==> src/rtl/csa_stream_accumulator.sv <==
// csa_stream_accumulator
// Multi-operand adder: operands are folded one per cycle into a redundant
// (sum, carry) pair with a 3:2 carry-save step. On the last operand an
// iterative resolve phase merges the pair into one binary result, which is
// then held on a valid/ready output until the consumer accepts it.
module csa_stream_accumulator #(
  parameter int N       = 32,
  parameter int MAX_OPS = 16,
  localparam int CW     = $clog2(MAX_OPS + 1),
  localparam int W      = N + CW
) (
  input  logic          clk,
  input  logic          rst,
  input  logic          in_valid,
  output logic          in_ready,
  input  logic [N-1:0]  in_data,
  input  logic          in_last,
  output logic          out_valid,
  input  logic          out_ready,
  output logic [W-1:0]  out_sum,
  output logic [CW-1:0] out_count
);

  typedef enum logic [1:0] {
    ACCUM   = 2'd0,
    RESOLVE = 2'd1,
    DONE    = 2'd2
  } state_t;

  // Counter compare is done one bit wider so MAX_OPS itself is representable.
  localparam logic [CW:0] MAX_CNT = (CW + 1)'(MAX_OPS);

  state_t        state, state_nxt;
  logic [W-1:0]  s, c, s_nxt, c_nxt;
  logic [CW-1:0] cnt, cnt_nxt;
  logic [W-1:0]  x;
  logic [CW:0]   cnt_inc;
  logic          xfer;

  // Outputs are decoded from state only; reset forces them inactive.
  assign in_ready  = (state == ACCUM) && !rst;
  assign out_valid = (state == DONE) && !rst;
  assign out_sum   = out_valid ? s : '0;
  assign out_count = out_valid ? cnt : '0;

  assign x       = {{CW{1'b0}}, in_data};
  assign xfer    = in_valid && in_ready;
  assign cnt_inc = {1'b0, cnt} + (CW + 1)'(1);

  // Next-state and datapath update; registers hold unless a phase acts.
  always_comb begin
    state_nxt = state;
    s_nxt     = s;
    c_nxt     = c;
    cnt_nxt   = cnt;
    case (state)
      ACCUM: begin
        if (xfer) begin
          s_nxt   = s ^ c ^ x;
          c_nxt   = ((s & c) | (s & x) | (c & x)) << 1;
          cnt_nxt = cnt_inc[CW-1:0];
          if (in_last || (cnt_inc == MAX_CNT)) begin
            state_nxt = RESOLVE;
          end
        end
      end
      RESOLVE: begin
        if (c == '0) begin
          state_nxt = DONE;
        end else begin
          s_nxt = s ^ c;
          c_nxt = (s & c) << 1;
        end
      end
      DONE: begin
        if (out_ready) begin
          s_nxt     = '0;
          c_nxt     = '0;
          cnt_nxt   = '0;
          state_nxt = ACCUM;
        end
      end
      default: begin
        s_nxt     = '0;
        c_nxt     = '0;
        cnt_nxt   = '0;
        state_nxt = ACCUM;
      end
    endcase
  end

  // State and accumulator registers with synchronous reset.
  always_ff @(posedge clk) begin
    if (rst) begin
      state <= ACCUM;
      s     <= '0;
      c     <= '0;
      cnt   <= '0;
    end else begin
      state <= state_nxt;
      s     <= s_nxt;
      c     <= c_nxt;
      cnt   <= cnt_nxt;
    end
  end

endmodule
==> config.mk <==
export PLATFORM = sky130hd
export DESIGN_NAME = csa_stream_accumulator
export DESIGN_NICKNAME = d
export VERILOG_FILES = /design/src/rtl/csa_stream_accumulator.sv
export SDC_FILE = /design/constraint.sdc
export NUM_CORES = 1
export LEC_CHECK = 0
export CAP_MARGIN = 20
export CORE_UTILIZATION = 52
export CTS_BUF_LIST = sky130_fd_sc_hd__clkbuf_2 sky130_fd_sc_hd__clkbuf_4 sky130_fd_sc_hd__clkbuf_8
export CTS_CLUSTER_SIZE = 30
export DETAILED_ROUTE_END_ITERATION = 16
export MAX_ROUTING_LAYER = met4
export PLACE_DENSITY_LB_ADDON = 0.12
export SKIP_LAST_GASP = 1
export SYNTH_ARGS = -nofsm -noshare
export SYNTH_HDL_FRONTEND = slang
export SYNTH_SLANG_ARGS = --single-unit
==> constraint.sdc <==
create_clock -name clk -period 2 [get_ports clk]
set_clock_uncertainty 0.1 [all_clocks]
set_input_delay 0.2 -clock clk [delete_from_list [all_inputs] [get_ports clk]]
set_output_delay 0.2 -clock clk [all_outputs]
set_load 0.01 [all_outputs]
==> results of run 1 <==
-- state kept, by name, indices dropped and copies added (netlist names) --
signal and cells:
s 37, cnt 5, c 36, state 2
-- metrics by stage --
step,hold WS (ns),util (%)
finish,0.326,72.9
global route,0.340,72.9
CTS,0.307,72.1
detailed placement,0.389,67.2
global placement,0.375,67.2
floorplan,0.358,-
-- layer usage --
metal,share of wire (%),global-route usage [%],routed length (µm),up-vias
met5,0,-,0,-
met4,1.2,6.56,131,0
met3,4.4,4.32,473,12
met2,50,39.6,5350,88
met1,45,31.5,4840,1792
li1,-,-,-,1781
-- critical path: stages, from the launching register on --
cell and delay, ns:
dfxtp_2 0.36, nor3b_4 0.22, buf_4 0.14, buf_4 0.10
buf_12 0.15, and2_1 0.14, dlygate4sd2_1 0.26
-- cell type report --
class / count / area [µm²] / area share, %
inverters: 1 / 3.75 / 0.0587
multi-input cells: 307 / 3110 / 48.6
flip-flops and latches: 80 / 1620 / 25.4
repair buffers: 129 / 1280 / 20.1
well taps: 108 / 135 / 2.11
clock inverters: 5 / 106 / 1.66
clock buffers: 10 / 131 / 2.06
-- synthesized netlist by cell type, types with 4 or more instances --
| cell type | count |
|---|---|
| o2bb2ai_1 | 62 |
| a22o_1 | 8 |
| nand2_1 | 7 |
| nor4_1 | 8 |
| a21oi_1 | 6 |
| and2_1 | 42 |
| o21ai_0 | 4 |
| buf_2 | 13 |
| ha_1 | 37 |
| nor2_1 | 7 |
| mux2i_1 | 63 |
| clkbuf_1 | 11 |
| fa_1 | 31 |
| dfxtp_1 | 80 |
-- cells by family after synthesis --
logic type / Yosys count / synth area share (%)
and+or+nand+nor: 86 / 11.0
muxes: 63 / 13.3
buffers and inverters: 31 / 3.27
AOI/OAI and AO/OA: 90 / 15.8
adders and majority gates: 68 / 22.8
DFF: 80 / 33.8
-- worst max path at each step --
stage | endpoint | slack, ns
global route | out_sum[6] | -0.09
floorplan | s[26]$_SDFFE_PP0P_ | 0.21
detailed placement | out_sum[4] | -0.18
CTS | out_sum[4] | -0.21
global placement | out_sum[5] | -0.14
finish | out_sum[2] | -0.01
-- power groups by stage --
stage	Clock [mW]	Sequential, mW	Combinational, mW
floorplan	0	2.32	1.81
global placement	0	2.41	2.55
detailed placement	0	2.44	2.65
CTS	1.45	2.40	2.98
global route	1.51	2.50	3.31
finish	1.43	2.42	3.00
-- repair_timing --
item                       in CTS  in global routing
cloned                          3                  0
setup endpoints to repair     104                 55
buffers inserted                9                  2
pin swaps                       5                  7
resized for setup              55                 38
==> impl_metrics.toml, run 1 <==
[route]
dr.first_iter.drc_count = 81
first_pass_iters = 4
wl_um = 10800
ant_nets = 0
via_count = 3673
vias_per_cell = 5.74
drc = 0
avgRoutedWirePerCell_um = 16.9

[sta]
slew_viol_final = 0
rsz0062_at_grt = "true"
hold_viol = 0
setup-tns-final_ns = -0.0516
worstMarginPinSlew_ns = 0.633
slew_headroom_pct = 57.8
max_freq_ghz = 0.497
setup_slack_ns = -0.0136
setup_viol_count_final = 12
period_share_pct = 101
period_needed_ns = 2.01

[synthesis]
syn_area_mm2 = 0.00474
dominantRegCellSynth = "dfxtp_1"
ys_types = 38
syn_nets = 523
ys.warnings.count = 0
postSynth.asyncResetShare_pct = 0
ys_seq_area_share_pct = 33.8
ys_top_cells_by_area = "dfxtp_1, mux2i_1, fa_1"
synth_area_leader_cell = "dfxtp_1"
synth_top_area_share_pct = 33.8
avgSynthCellArea_um2 = 11.4
syn_inst = 418
synth_edf_count = 0
ys_seq_elements = 80

[cells_and_area]
drive_gt1_share_pct = 17.7
final_cell_mix = "dfxtp_1, mux2i_1, o2bb2ai_1"
layout.cells.non_filler = 640
synthToLayoutAreaGrowth_pct = 34.7
fillers = 618
diodes = 0
mostFrequentLayoutCell = "dfxtp_1"
final_area_mm2 = 0.00639
nets = 633

[clocking]
htree_levels = 3
cts_hold_buf = 0
cts_max_path_buffers = 2
cts_sinks = 80
cts_made_buffers = 9
cts_tree = "done"
worst_skew_pair.late_latency_ns = 0.36
cts-root-buf = "clkbuf_8"
clkTransAtPathRegs_ns = 0.08

[floorplan]
io_pins = 81
die_h_um = 97.5
dieArea_mm2 = 0.00951
rows = 34
dieWidth_um = 97.5
core-area_mm2 = 0.00876
start_util_pct = 54.1

[worst_hold_path]
hold-path-endpoint = "cnt[0]$_SDFFE_PP0P_"
hold_start = "rst"
min_path_cells = 3
hold_path_class = "input pin to register"

[pwr]
ir_worst_vdd_mv = 0.638
leakage_nw = 2.91
power.internal_mw = 4.39
seqPwrFrac_pct = 35.4
power_mw = 6.85
power_frac_clock_pct = 20.9
p_sw_share_pct = 35.9
powerDensity_mw_per_mm2 = 1070
p_switching_mw = 2.46
pwr-share-comb_pct = 43.8

[critical_path]
crit_path_start = "state[1]$_SDFFE_PP0P_"
r2r-start = "c[5]$_SDFFE_PP0P_"
r2r_end = "c[27]$_SDFFE_PP0P_"
cp-end-kind = "output pin"
arrival_ns = 1.71
crit_type = "register to output pin"
required_ns = 1.70
crit_fanout = 22
r2r_setup_slack_ns = 0.10
critical_path.startpoint_type = "register"
rr_worst_depth = 7

[place]
placed_area_mm2 = 0.00589
gp_congestion = 0.821
dp.cells = 613
place_ws_ns = -0.180
hpwl_um = 6970
numPortBuffers = 80

[global_routing]
grt_max_degree = 33
grt_overflow_total = 0
grt_usage_pct = 24.4
antenna_found_initial = 0
grt_pass1_wl_um = 18100
grt_pass1_vias = 3660

[flow_run]
drv_cap = 0

[run_status]
violations = "setup timing"
status = "complete, but fails checks"
No activity file was read; power rests on OpenSTA's default activity.
==> inputs of run 2 (changes only) <==
==> constraint.sdc (replaced) <==
create_clock -name clk -period 2.5 [get_ports clk]
set_clock_uncertainty 0.1 [all_clocks]
set_input_delay 0.25 -clock clk [delete_from_list [all_inputs] [get_ports clk]]
set_output_delay 0.25 -clock clk [all_outputs]
set_load 0.01 [all_outputs]
==> impl_metrics.toml, run 2 (synthesized netlist as in run 1, its figures left out) <==
[run_status]
status = "finished, final reports clean"

[floorplan]
die_h_um = 97.5
dieWidth_um = 97.5
start_util_pct = 54.1
core-area_mm2 = 0.00876
io_pins = 81
dieArea_mm2 = 0.00951
rows = 34

[place]
hpwl_um = 6850
numPortBuffers = 80
gp_congestion = 0.778
placed_area_mm2 = 0.00570
dp.cells = 592

[critical_path]
critical_path.startpoint_type = "register"
crit_chain = "nor3b_2, buf_12, and2_1, clkdlybuf4s50_1"
critPathSlowestCell = "clkdlybuf4s50_1"
r2r_setup_slack_ns = 0.19
required_ns = 2.15
path_buf_inv = 2
arrival_ns = 2.01
crit_type = "register to output pin"
crit_fanout = 43
r2r-start = "c[19]$_SDFFE_PP0P_"
cp_num_cells = 4
worst_path_dominant_cell_family = "buffers and inverters"
max_stage_delay_ns = 0.54
rr_worst_depth = 6
crit_path_start = "state[1]$_SDFFE_PP0P_"
endpoint = "out_sum[5]"
r2r_end = "c[15]$_SDFFE_PP0P_"
cp-end-kind = "output pin"

[pwr]
ir_worst_vdd_mv = 0.623
pwr-share-comb_pct = 40.1
power_frac_clock_pct = 19.7
powerDensity_mw_per_mm2 = 821
p_switching_mw = 1.85
leakage_nw = 2.32
seqPwrFrac_pct = 40.2
power.internal_mw = 2.99
power_mw = 4.84
p_sw_share_pct = 38.1

[sta]
period_share_pct = 94.4
setup_viol_count_final = 0
setup-tns-final_ns = 0
worstMarginPinSlew_ns = 0.826
hold_viol = 0
slew_viol_final = 0
period_needed_ns = 2.36
slew_headroom_pct = 44.5
rsz0062_at_grt = "false"
max_freq_ghz = 0.424

[global_routing]
grt_usage_pct = 22.0
antenna_found_initial = 0
grt_max_degree = 52
grt_pass1_vias = 3493
grt_overflow_total = 0
grt_pass1_wl_um = 16600

[cells_and_area]
drive_gt1_share_pct = 7.80
final_area_mm2 = 0.00589
final_cell_mix = "clkdlybuf4s50_1, dfxtp_1, mux2i_1"
diodes = 0
largest_reg_flops = 37
mostFrequentLayoutCell = "clkdlybuf4s50_1"
nets = 600
synthToLayoutAreaGrowth_pct = 24.2
layout.cells.non_filler = 608
top_register = "s"
biggestRegsByFlops = "s x37, c x36, cnt x5"

[flow_run]
drv_cap = 0

[route]
vias_per_cell = 5.70
wl_um = 9810
first_pass_iters = 4
avgRoutedWirePerCell_um = 16.1
drc = 0
via_count = 3464
dr.first_iter.drc_count = 98
ant_nets = 0

[clocking]
cts_max_path_buffers = 2
htree_levels = 3
cts-root-buf = "clkbuf_8"
cts_tree = "done"
cts_hold_buf = 0
clkTransAtPathRegs_ns = 0.08
cts_made_buffers = 9
cts_sinks = 80
worst_skew_pair.late_latency_ns = 0.35

[worst_hold_path]
hold_path_class = "register to register"
-- run 2: changes by cell type in the layout (fill, tap and decap cells not counted), moves of 7 or more --
cell,delta
clkbuf_2,-7
dlygate4sd2_1,-30
dfxtp_1,+10
dlymetal6s2s_1,-8
clkdlybuf4s50_1,+45
buf_4,-23
dfxtp_2,-8
-- run 2: per-layer routing --
metal | vias up | GRT usage (%) | wire length (µm)
li1 | 1713 | - | -
met1 | 1683 | 28.1 | 4690
met2 | 59 | 35.7 | 4690
met3 | 9 | 4.75 | 331
met4 | 0 | 5.66 | 97
met5 | - | - | 0
-- run 2: worst min path at each step --
stage / from / end / slack, ns / cells after the start
6_report: s[0]$_SDFFE_PP0P_ / s[0]$_SDFFE_PP0P_ / 0.40 / 1
5_1_grt: s[0]$_SDFFE_PP0P_ / s[0]$_SDFFE_PP0P_ / 0.43 / 1
4_1_cts: s[0]$_SDFFE_PP0P_ / s[0]$_SDFFE_PP0P_ / 0.40 / 1
3_5_place_dp: s[0]$_SDFFE_PP0P_ / s[0]$_SDFFE_PP0P_ / 0.38 / 1
3_3_place_gp: s[0]$_SDFFE_PP0P_ / s[0]$_SDFFE_PP0P_ / 0.37 / 1
2_1_floorplan: s[0]$_SDFFE_PP0P_ / s[0]$_SDFFE_PP0P_ / 0.36 / 1
-- run 2: worst register-to-register path: cells and delay by family, from the launching register on --
family	cells	cell delay (ns)
flip-flops	1	0.36
AO/OA/AOI/OAI	2	0.49
AND/OR/NAND/NOR	3	1.04
buffers and inverters	1	0.25
-- run 2: power groups by stage --
stage,logic (mW),clock network [mW],registers [mW]
6_report,1.94,0.951,1.95
2_1_floorplan,1.45,0,1.86
3_5_place_dp,1.95,0,1.97
4_1_cts,1.97,0.972,1.95
5_1_grt,2.19,1.03,2.01
3_3_place_gp,1.86,0,1.96
-- run 2: area by class of cell --
class                   count  area (µm²)
clock buffers              11         139
well taps                 108         135
clock inverters             5        56.3
multi-input cells         307        2990
flip-flops and latches     80        1610
fillers                   693        2870
inverters                   1        3.75
repair buffers             96         958
-- run 2: through the flow --
step,utilization [%],hold WS [ns],worst slack [ns]
final,67.2,0.397,0.140
after global routing,67.2,0.431,0.0372
after CTS,67.2,0.403,0.0177
after detailed placement,65.0,0.384,0.181
after global placement,65.0,0.373,0.232
after floorplan,-,0.360,0.713
-- run 2: repair_timing --
item                       4_1_cts  5_1_grt
resized for setup                0        1
setup buffers                    0        0
setup endpoints to repair        0       42
==> inputs of run 3 (changes only) <==
--- a/config.mk
+++ b/config.mk
@@ -13,6 +13,7 @@
 export MAX_ROUTING_LAYER = met4
 export PLACE_DENSITY_LB_ADDON = 0.12
 export SKIP_LAST_GASP = 1
+export SLEW_MARGIN = 10
 export SYNTH_ARGS = -nofsm -noshare
 export SYNTH_HDL_FRONTEND = slang
 export SYNTH_SLANG_ARGS = --single-unit
==> results of run 3 <==
No change in the layout: final DEF, timing and power equal those of run 2.
